## src/rtl/retire_map_pkg.sv

```systemverilog
// Shared types and sizing for the retirement-side rename state.
// Holds register-file dimensions, the physical tag type, the free-list
// pointer and count types, the retire request struct, and a helper that
// gives the reset contents of each free-list slot.
package retire_map_pkg;

    localparam int NUM_ARCH_REGS = 32;
    localparam int NUM_PHYS_REGS = 64;
    localparam int PHYS_W        = $clog2(NUM_PHYS_REGS);
    localparam int ARCH_W        = $clog2(NUM_ARCH_REGS);

    // The free list only ever holds tags that are not currently mapped
    // in the RRF, so its capacity is the surplus of physical registers.
    localparam int FL_DEPTH = NUM_PHYS_REGS - NUM_ARCH_REGS;
    localparam int FL_IDX_W = $clog2(FL_DEPTH);
    localparam int FL_PTR_W = FL_IDX_W + 1;          // extra wrap bit
    localparam int FL_CNT_W = $clog2(FL_DEPTH) + 1;  // holds 0..FL_DEPTH

    typedef logic [PHYS_W-1:0]   phys_tag_t;
    typedef logic [ARCH_W-1:0]   arch_reg_t;
    typedef logic [FL_PTR_W-1:0] fl_ptr_t;
    typedef logic [FL_CNT_W-1:0] fl_cnt_t;

    typedef struct packed {
        logic      valid;
        logic      we;
        arch_reg_t rd;
        phys_tag_t pd;
    } retire_req_t;

    // After reset, slot j holds the first unmapped tag past the identity map.
    function automatic phys_tag_t init_free_tag(input int slot);
        return phys_tag_t'(NUM_ARCH_REGS + slot);
    endfunction

endpackage

```

## src/rtl/retire_map_if.sv

```systemverilog
// Bus between the ROB/rename side (master) and retire_map (slave).
// master drives : retire_valid, retire_rd, retire_pd, retire_we,
//                 fl_dequeue, flush
// slave drives  : fl_pd, fl_empty, fl_count, rrf_map, restore_valid
interface retire_map_if;
    import retire_map_pkg::*;

    logic                             retire_valid;
    arch_reg_t                        retire_rd;
    phys_tag_t                        retire_pd;
    logic                             retire_we;
    logic                             fl_dequeue;
    phys_tag_t                        fl_pd;
    logic                             fl_empty;
    fl_cnt_t                          fl_count;
    logic                             flush;
    logic [NUM_ARCH_REGS*PHYS_W-1:0]  rrf_map;
    logic                             restore_valid;

    modport master (
        output retire_valid, retire_rd, retire_pd, retire_we,
        output fl_dequeue, flush,
        input  fl_pd, fl_empty, fl_count, rrf_map, restore_valid
    );

    modport slave (
        input  retire_valid, retire_rd, retire_pd, retire_we,
        input  fl_dequeue, flush,
        output fl_pd, fl_empty, fl_count, rrf_map, restore_valid
    );

endinterface

```

## src/rtl/retire_map_free_list.sv

```systemverilog
// phys_free_list: circular FIFO of free physical tags.
//  - head   : next tag handed to rename (speculative pop point)
//  - tail   : where superseded tags are returned at retire
//  - commit_head : head as seen by retirement; a flush rolls head back here
// Ports:
//  clk, rst     clock, async active-high reset
//  i_push       return i_push_tag at tail
//  i_push_tag   superseded tag
//  i_commit     oldest popped tag has retired
//  i_pop        rename consumes o_head_tag
//  i_flush      roll head back to the committed point
//  o_head_tag   show-ahead tag at head
//  o_empty      no free tag
//  o_count      number of free tags
module phys_free_list
    import retire_map_pkg::*;
(
    input  logic      clk,
    input  logic      rst,
    input  logic      i_push,
    input  phys_tag_t i_push_tag,
    input  logic      i_commit,
    input  logic      i_pop,
    input  logic      i_flush,
    output phys_tag_t o_head_tag,
    output logic      o_empty,
    output fl_cnt_t   o_count
);

    localparam fl_cnt_t FL_FULL = fl_cnt_t'(FL_DEPTH);

    phys_tag_t r_mem [FL_DEPTH];
    fl_ptr_t   r_head;
    fl_ptr_t   r_tail;
    fl_ptr_t   r_commit_head;

    logic      w_pop;
    fl_ptr_t   w_commit_next;
    fl_cnt_t   w_count;

    // Wrap bit makes full and empty distinguishable with equal indices.
    assign o_empty    = (r_head == r_tail);
    assign w_count    = fl_cnt_t'(r_tail - r_head);
    assign o_count    = w_count;
    assign o_head_tag = r_mem[r_head[FL_IDX_W-1:0]];

    // A flush drops a same-cycle pop; a pop on an empty list is ignored
    // even when a push lands the same cycle (no bypass).
    assign w_pop = i_pop && !o_empty && !i_flush;

    // Rollback target includes a retire landing in the flush cycle.
    assign w_commit_next = r_commit_head + fl_ptr_t'(i_commit);

    always_ff @(posedge clk or posedge rst) begin
        if (rst) begin
            for (int j = 0; j < FL_DEPTH; j++) begin
                r_mem[j] <= init_free_tag(j);
            end
            r_head        <= '0;
            r_commit_head <= '0;
            r_tail        <= {1'b1, {FL_IDX_W{1'b0}}};
        end else begin
            if (i_push) begin
                r_mem[r_tail[FL_IDX_W-1:0]] <= i_push_tag;
                r_tail                      <= r_tail + fl_ptr_t'(1);
            end
            r_commit_head <= w_commit_next;
            if (i_flush) begin
                r_head <= w_commit_next;
            end else if (w_pop) begin
                r_head <= r_head + fl_ptr_t'(1);
            end
        end
    end

    // Every retired tag was popped earlier, so the list can never be full
    // when a superseded tag comes back.
    a_no_push_when_full: assert property (
        @(posedge clk) disable iff (rst) i_push |-> (w_count != FL_FULL)
    );

endmodule

```

## src/rtl/retire_map.sv

```systemverilog
// retire_map: retirement RAT (RRF) plus the physical free list.
//  - A retire with we=1 and rd!=0 maps rd to the retiring tag and hands
//    the superseded tag back to the free list.
//  - A flush rolls the free list back to its committed point; the cycle
//    after, restore_valid pulses so rename can copy rrf_map into its RAT.
// Ports:
//  clk, rst  clock, async active-high reset
//  bus       retire_map_if.slave (retire request, free-list handshake,
//            flush, rrf_map, restore_valid)
module retire_map
    import retire_map_pkg::*;
(
    input  logic         clk,
    input  logic         rst,
    retire_map_if.slave  bus
);

    retire_req_t w_req;
    logic        w_retire;
    phys_tag_t   w_old_pd;
    logic [NUM_ARCH_REGS*PHYS_W-1:0] w_rrf_map;

    phys_tag_t   r_rrf [NUM_ARCH_REGS];
    logic        r_restore_valid;

    assign w_req = '{
        valid: bus.retire_valid,
        we:    bus.retire_we,
        rd:    bus.retire_rd,
        pd:    bus.retire_pd
    };

    // x0 is never renamed, so retiring into it is a no-op.
    assign w_retire = w_req.valid && w_req.we && (w_req.rd != '0);
    assign w_old_pd = r_rrf[w_req.rd];

    always_ff @(posedge clk or posedge rst) begin
        if (rst) begin
            for (int i = 0; i < NUM_ARCH_REGS; i++) begin
                r_rrf[i] <= phys_tag_t'(i);
            end
        end else if (w_retire) begin
            r_rrf[w_req.rd] <= w_req.pd;
        end
    end

    // Each flush re-pulses, so back-to-back flushes keep it high.
    always_ff @(posedge clk or posedge rst) begin
        if (rst) begin
            r_restore_valid <= 1'b0;
        end else begin
            r_restore_valid <= bus.flush;
        end
    end

    always_comb begin
        w_rrf_map = '0;
        for (int i = 0; i < NUM_ARCH_REGS; i++) begin
            w_rrf_map[i*PHYS_W +: PHYS_W] = r_rrf[i];
        end
    end

    assign bus.rrf_map       = w_rrf_map;
    assign bus.restore_valid = r_restore_valid;

    // Retiring instructions consumed their tags in order, so each
    // effective retire also advances the committed head.
    phys_free_list u_free_list (
        .clk        (clk),
        .rst        (rst),
        .i_push     (w_retire),
        .i_push_tag (w_old_pd),
        .i_commit   (w_retire),
        .i_pop      (bus.fl_dequeue),
        .i_flush    (bus.flush),
        .o_head_tag (bus.fl_pd),
        .o_empty    (bus.fl_empty),
        .o_count    (bus.fl_count)
    );

endmodule

```

## src/flat_wrapper.sv

```systemverilog
// flat-port wrapper written by rule: the top's interface ports become plain ports
module retire_map_flat import retire_map_pkg::*;
  (clk, rst, bus_retire_valid, bus_retire_rd, bus_retire_pd, bus_retire_we, bus_fl_dequeue, bus_flush, bus_fl_pd, bus_fl_empty, bus_fl_count, bus_rrf_map, bus_restore_valid);
  retire_map_if bus_i ();
  input  logic clk;
  input  logic rst;
  input wire logic [$bits(bus_i.retire_valid)-1:0] bus_retire_valid;
  input wire logic [$bits(bus_i.retire_rd)-1:0] bus_retire_rd;
  input wire logic [$bits(bus_i.retire_pd)-1:0] bus_retire_pd;
  input wire logic [$bits(bus_i.retire_we)-1:0] bus_retire_we;
  input wire logic [$bits(bus_i.fl_dequeue)-1:0] bus_fl_dequeue;
  input wire logic [$bits(bus_i.flush)-1:0] bus_flush;
  output wire logic [$bits(bus_i.fl_pd)-1:0] bus_fl_pd;
  output wire logic [$bits(bus_i.fl_empty)-1:0] bus_fl_empty;
  output wire logic [$bits(bus_i.fl_count)-1:0] bus_fl_count;
  output wire logic [$bits(bus_i.rrf_map)-1:0] bus_rrf_map;
  output wire logic [$bits(bus_i.restore_valid)-1:0] bus_restore_valid;
  assign bus_i.retire_valid = bus_retire_valid;
  assign bus_i.retire_rd = bus_retire_rd;
  assign bus_i.retire_pd = bus_retire_pd;
  assign bus_i.retire_we = bus_retire_we;
  assign bus_i.fl_dequeue = bus_fl_dequeue;
  assign bus_i.flush = bus_flush;
  assign bus_fl_pd = bus_i.fl_pd;
  assign bus_fl_empty = bus_i.fl_empty;
  assign bus_fl_count = bus_i.fl_count;
  assign bus_rrf_map = bus_i.rrf_map;
  assign bus_restore_valid = bus_i.restore_valid;
  retire_map u_core (.clk(clk), .rst(rst), .bus(bus_i));
endmodule
```

## config.mk

```make
export PLATFORM = sky130hd
export DESIGN_NAME = retire_map_flat
export DESIGN_NICKNAME = d
export VERILOG_FILES = /design/src/rtl/retire_map_pkg.sv /design/src/rtl/retire_map_if.sv /design/src/rtl/retire_map_free_list.sv /design/src/rtl/retire_map.sv /design/src/flat_wrapper.sv
export SDC_FILE = /design/constraint.sdc
export NUM_CORES = 1
export LEC_CHECK = 0
export CAP_MARGIN = 20
export CORE_ASPECT_RATIO = 1.75
export CORE_MARGIN = 2
export CORE_UTILIZATION = 45
export DETAILED_ROUTE_END_ITERATION = 7
export MAX_ROUTING_LAYER = met4
export PLACE_DENSITY = 0.71
export SLEW_MARGIN = 25
export SYNTH_ARGS = -nofsm -noshare
export SYNTH_HDL_FRONTEND = slang
export SYNTH_SLANG_ARGS = --single-unit
```

## constraint.sdc

```tcl
create_clock -name clk -period 16.7 [get_ports clk]
set_input_delay 2.505 -clock clk [delete_from_list [all_inputs] [get_ports clk]]
set_output_delay 2.505 -clock clk [all_outputs]
set_load 0.02 [all_outputs]
```

==> results.yml <==
outcome:
  status: "finished clean"
clock_network:
  htreeDepth: 2
  tritoncts: "done"
  clk_latency_ns: 0.55
  postCtsSetupRepairBufs: 0
  clk_pin_slew_ns: 0.07
  cts_hold_buf: 0
  clkSinkCount: 403
  cts_resized: 0
  root_buffer: "clkbuf_16"
  clk_path_buf_depth: 3
  numCtsBuffers: 38
critical_path:
  end_kind: "output pin"
  reg2reg_setup_slack_ns: 13.40
  crit_required_ns: 14.20
  critPathLaunchType: "flop"
  critPathMaxFanout: 27
  r2r_end: "u_core.u_free_list.r_head[5]$_DFFE_PP0P_"
  arrival_ns: 3.95
  reg2reg_from: "u_core.u_free_list.r_head[3]$_DFFE_PP0P_"
  setup.worst_path.start: "u_core.u_free_list.r_head[3]$_DFFE_PP0P_"
  crit_type: "reg -> out"
  reg2regPathDepth: 7
routing:
  drt_wl_total_um: 54500
  antenna_left: 0
  drt_iter0_markers: 698
  dr_total_vias: 13200
  drtPass1Iterations: 5
  via_per_inst: 5.66
  drcViolationCount: 0
  post_drt_wl_per_cell_um: 23.4
synth:
  syn_nets: 1623
  synthTopCellsByCount: "dfrtp_1, dfstp_2, mux2_2, nand2_1, nor2_1"
  synth-seq-cells: 403
  synth_most_common_cell: "dfrtp_1"
  synth.area.top_cells: "dfrtp_1, dfstp_2, mux2_2"
  synthArstFlopShare: 1.00
  synth_top_area_frac: 0.278
  ys_warn_count: 0
  syn_avg_cell_area_um2: 11.8
  yosysTopAreaCell: "dfrtp_1"
  yosysSeqAreaShare: 0.547
  synth_edf_count: 0
  synth_ff_type: "dfrtp_1"
  synth.distinct_cells: 46
  synthCells: 1593
  syn_area_um2: 18900
place:
  dp_hpwl_um: 38900
  io_buffers: 222
  gp_congestion: 0.892
power:
  p_sw_frac: 0.333
  power_density_nw_per_um2: 150
  power_frac_clock: 0.264
  ir_drop_v: 0.000121
  pwr-share-comb: 0.307
  power_w: 0.00339
  p_sw_w: 0.00113
  p_int_w: 0.00226
  leakage_nw: 9.38
  p_seq_frac: 0.429
flow_run:
  drv_cap: 0
timing:
  final.min_clock_period_ns: 6.45
  post-route-period-util: 0.386
  maxSlewViolCount: 0
  fmax_mhz: 155
  setup_viol: 0
  clock_skew_ns: 0.0328
  hold_viol_final: 0
  relSlewSlack: 0.312
  setup_tns_ns: 0
  worst_pin_slew_ns: 1.03
  rsz0062_at_grt: "false"
die:
  dieArea_um2: 43700
  rows: 99
  pin_count: 223
  initial_core_util: 0.455
  die_h_um: 275
  die_x_um: 159
  core_area_um2: 41500
global_route:
  grt_use_total: 0.256
  grt_pass1_wl_um: 82900
  antenna_found_initial: 0
  grt_pass1_vias: 13800
  grt-ovfl-total: 0
  grt_max_degree: 186
finish:
  antenna_cells: 0
  area_delta_synth_final_pct: 20.2
  nets: 1779
  drive_gt1_frac: 0.298
hold_path:
  hp-class: "reg -> reg"
  hold-path-endpoint: "u_core.bus.rrf_map[0]$_DFFE_PP0P_"
  min_delay_path_depth: 0
  min_from: "u_core.bus.rrf_map[0]$_DFFE_PP0P_"
logic make-up after synthesis:
family / after synthesis / share of synthesized area
AND/OR/NAND/NOR: 390 / 0.0985
adder cells (fa/ha/maj): 13 / 0.00902
multiplexers: 336 / 0.218
buffers and inverters: 136 / 0.0329
flip-flops: 403 / 0.547
XOR/XNOR: 16 / 0.00743
AO/OA/AOI/OAI: 299 / 0.0865
flip-flops by register name, indices dropped and copies added (netlist names):
signal                            cells
u_core.bus.rrf_map                  192
u_core.u_free_list.r_commit_head      6
u_core.u_free_list.r_mem            192
u_core.bus.restore_valid              1
u_core.u_free_list.r_tail             6
u_core.u_free_list.r_head             6
power groups by stage:
stage                     Clock, W  Combinational (W)  Sequential [W]
final                     0.000895            0.00104         0.00146
after global routing      0.000943            0.00113         0.00149
after CTS                 0.000906            0.00105         0.00146
after detailed placement         0            0.00104         0.00147
after global placement           0            0.00102         0.00146
after floorplan                  0           0.000648         0.00145
worst max-delay path, cell delays in order (launching register included):
cell             delay (ns)
dfrtp_1                1.02
inv_1                  0.59
ha_1                   0.50
a21boi_0               0.17
or4_1                  0.41
nand3_1                0.09
clkdlybuf4s50_1        0.60
worst max path at each step:
stage / endpoint / cells past startpoint
detailed placement: u_core.u_free_list.r_mem[165]$_DFFE_PP0P_ / 8
global route: bus_fl_count[5] / 6
finish: bus_fl_count[5] / 6
global placement: u_core.u_free_list.r_mem[142]$_DFFE_PP0P_ / 8
floorplan: u_core.bus.restore_valid$_DFF_PP0_ / 1
CTS: bus_fl_count[5] / 6
layout make-up:
| class | instances | area, um2 |
|---|---|---|
| clock buffers | 56 | 1120 |
| multi-input cells | 1054 | 7920 |
| fillers | 3546 | 18800 |
| repair buffers | 241 | 2400 |
| clock inverters | 13 | 154 |
| flip-flops and latches | 403 | 10300 |
| well taps | 555 | 694 |
| inverters | 11 | 53.8 |
stage by stage:
step / worst slack [ns] / area, um2 / cells / hold slack, ns / utilization
3_5_place_dp: 10.51 / 21400 / 2263 / 0.395 / 0.515
2_1_floorplan: 3.30 / 18900 / 1593 / 0.436 / -
4_1_cts: 10.28 / 22600 / 2332 / 0.413 / 0.546
3_3_place_gp: 10.54 / 21400 / 2263 / 0.393 / 0.515
5_1_grt: 10.07 / 22700 / 2333 / 0.424 / 0.546
6_report: 10.25 / 22700 / 2333 / 0.410 / 0.546
per-layer routing:
metal	global-route usage	vias up	part of all wire
li1	-	5982	-
met1	0.252	6626	0.34
met2	0.472	430	0.54
met3	0.0386	165	0.046
met4	0.160	0	0.069
met5	-	-	0
cells in the final DEF, fill, tap and decap left out, drive strengths merged, types with 8 or more instances in the layout:
master	Yosys	final
ha	12	12
dfstp	193	193
a21oi	117	117
dfrtp	210	210
buf	66	20
or4	9	9
mux2i	108	108
clkdlybuf4s50	0	221
nand3	32	32
o21ai	107	107
o22ai	54	54
inv	11	12
mux4	42	42
o221ai	12	12
nand2	158	158
xnor2	11	11
clkinv	0	8
clkbuf	59	56
or2	9	9
nor2	137	137
mux2	186	186
Power figures use the tool's default switching activity.
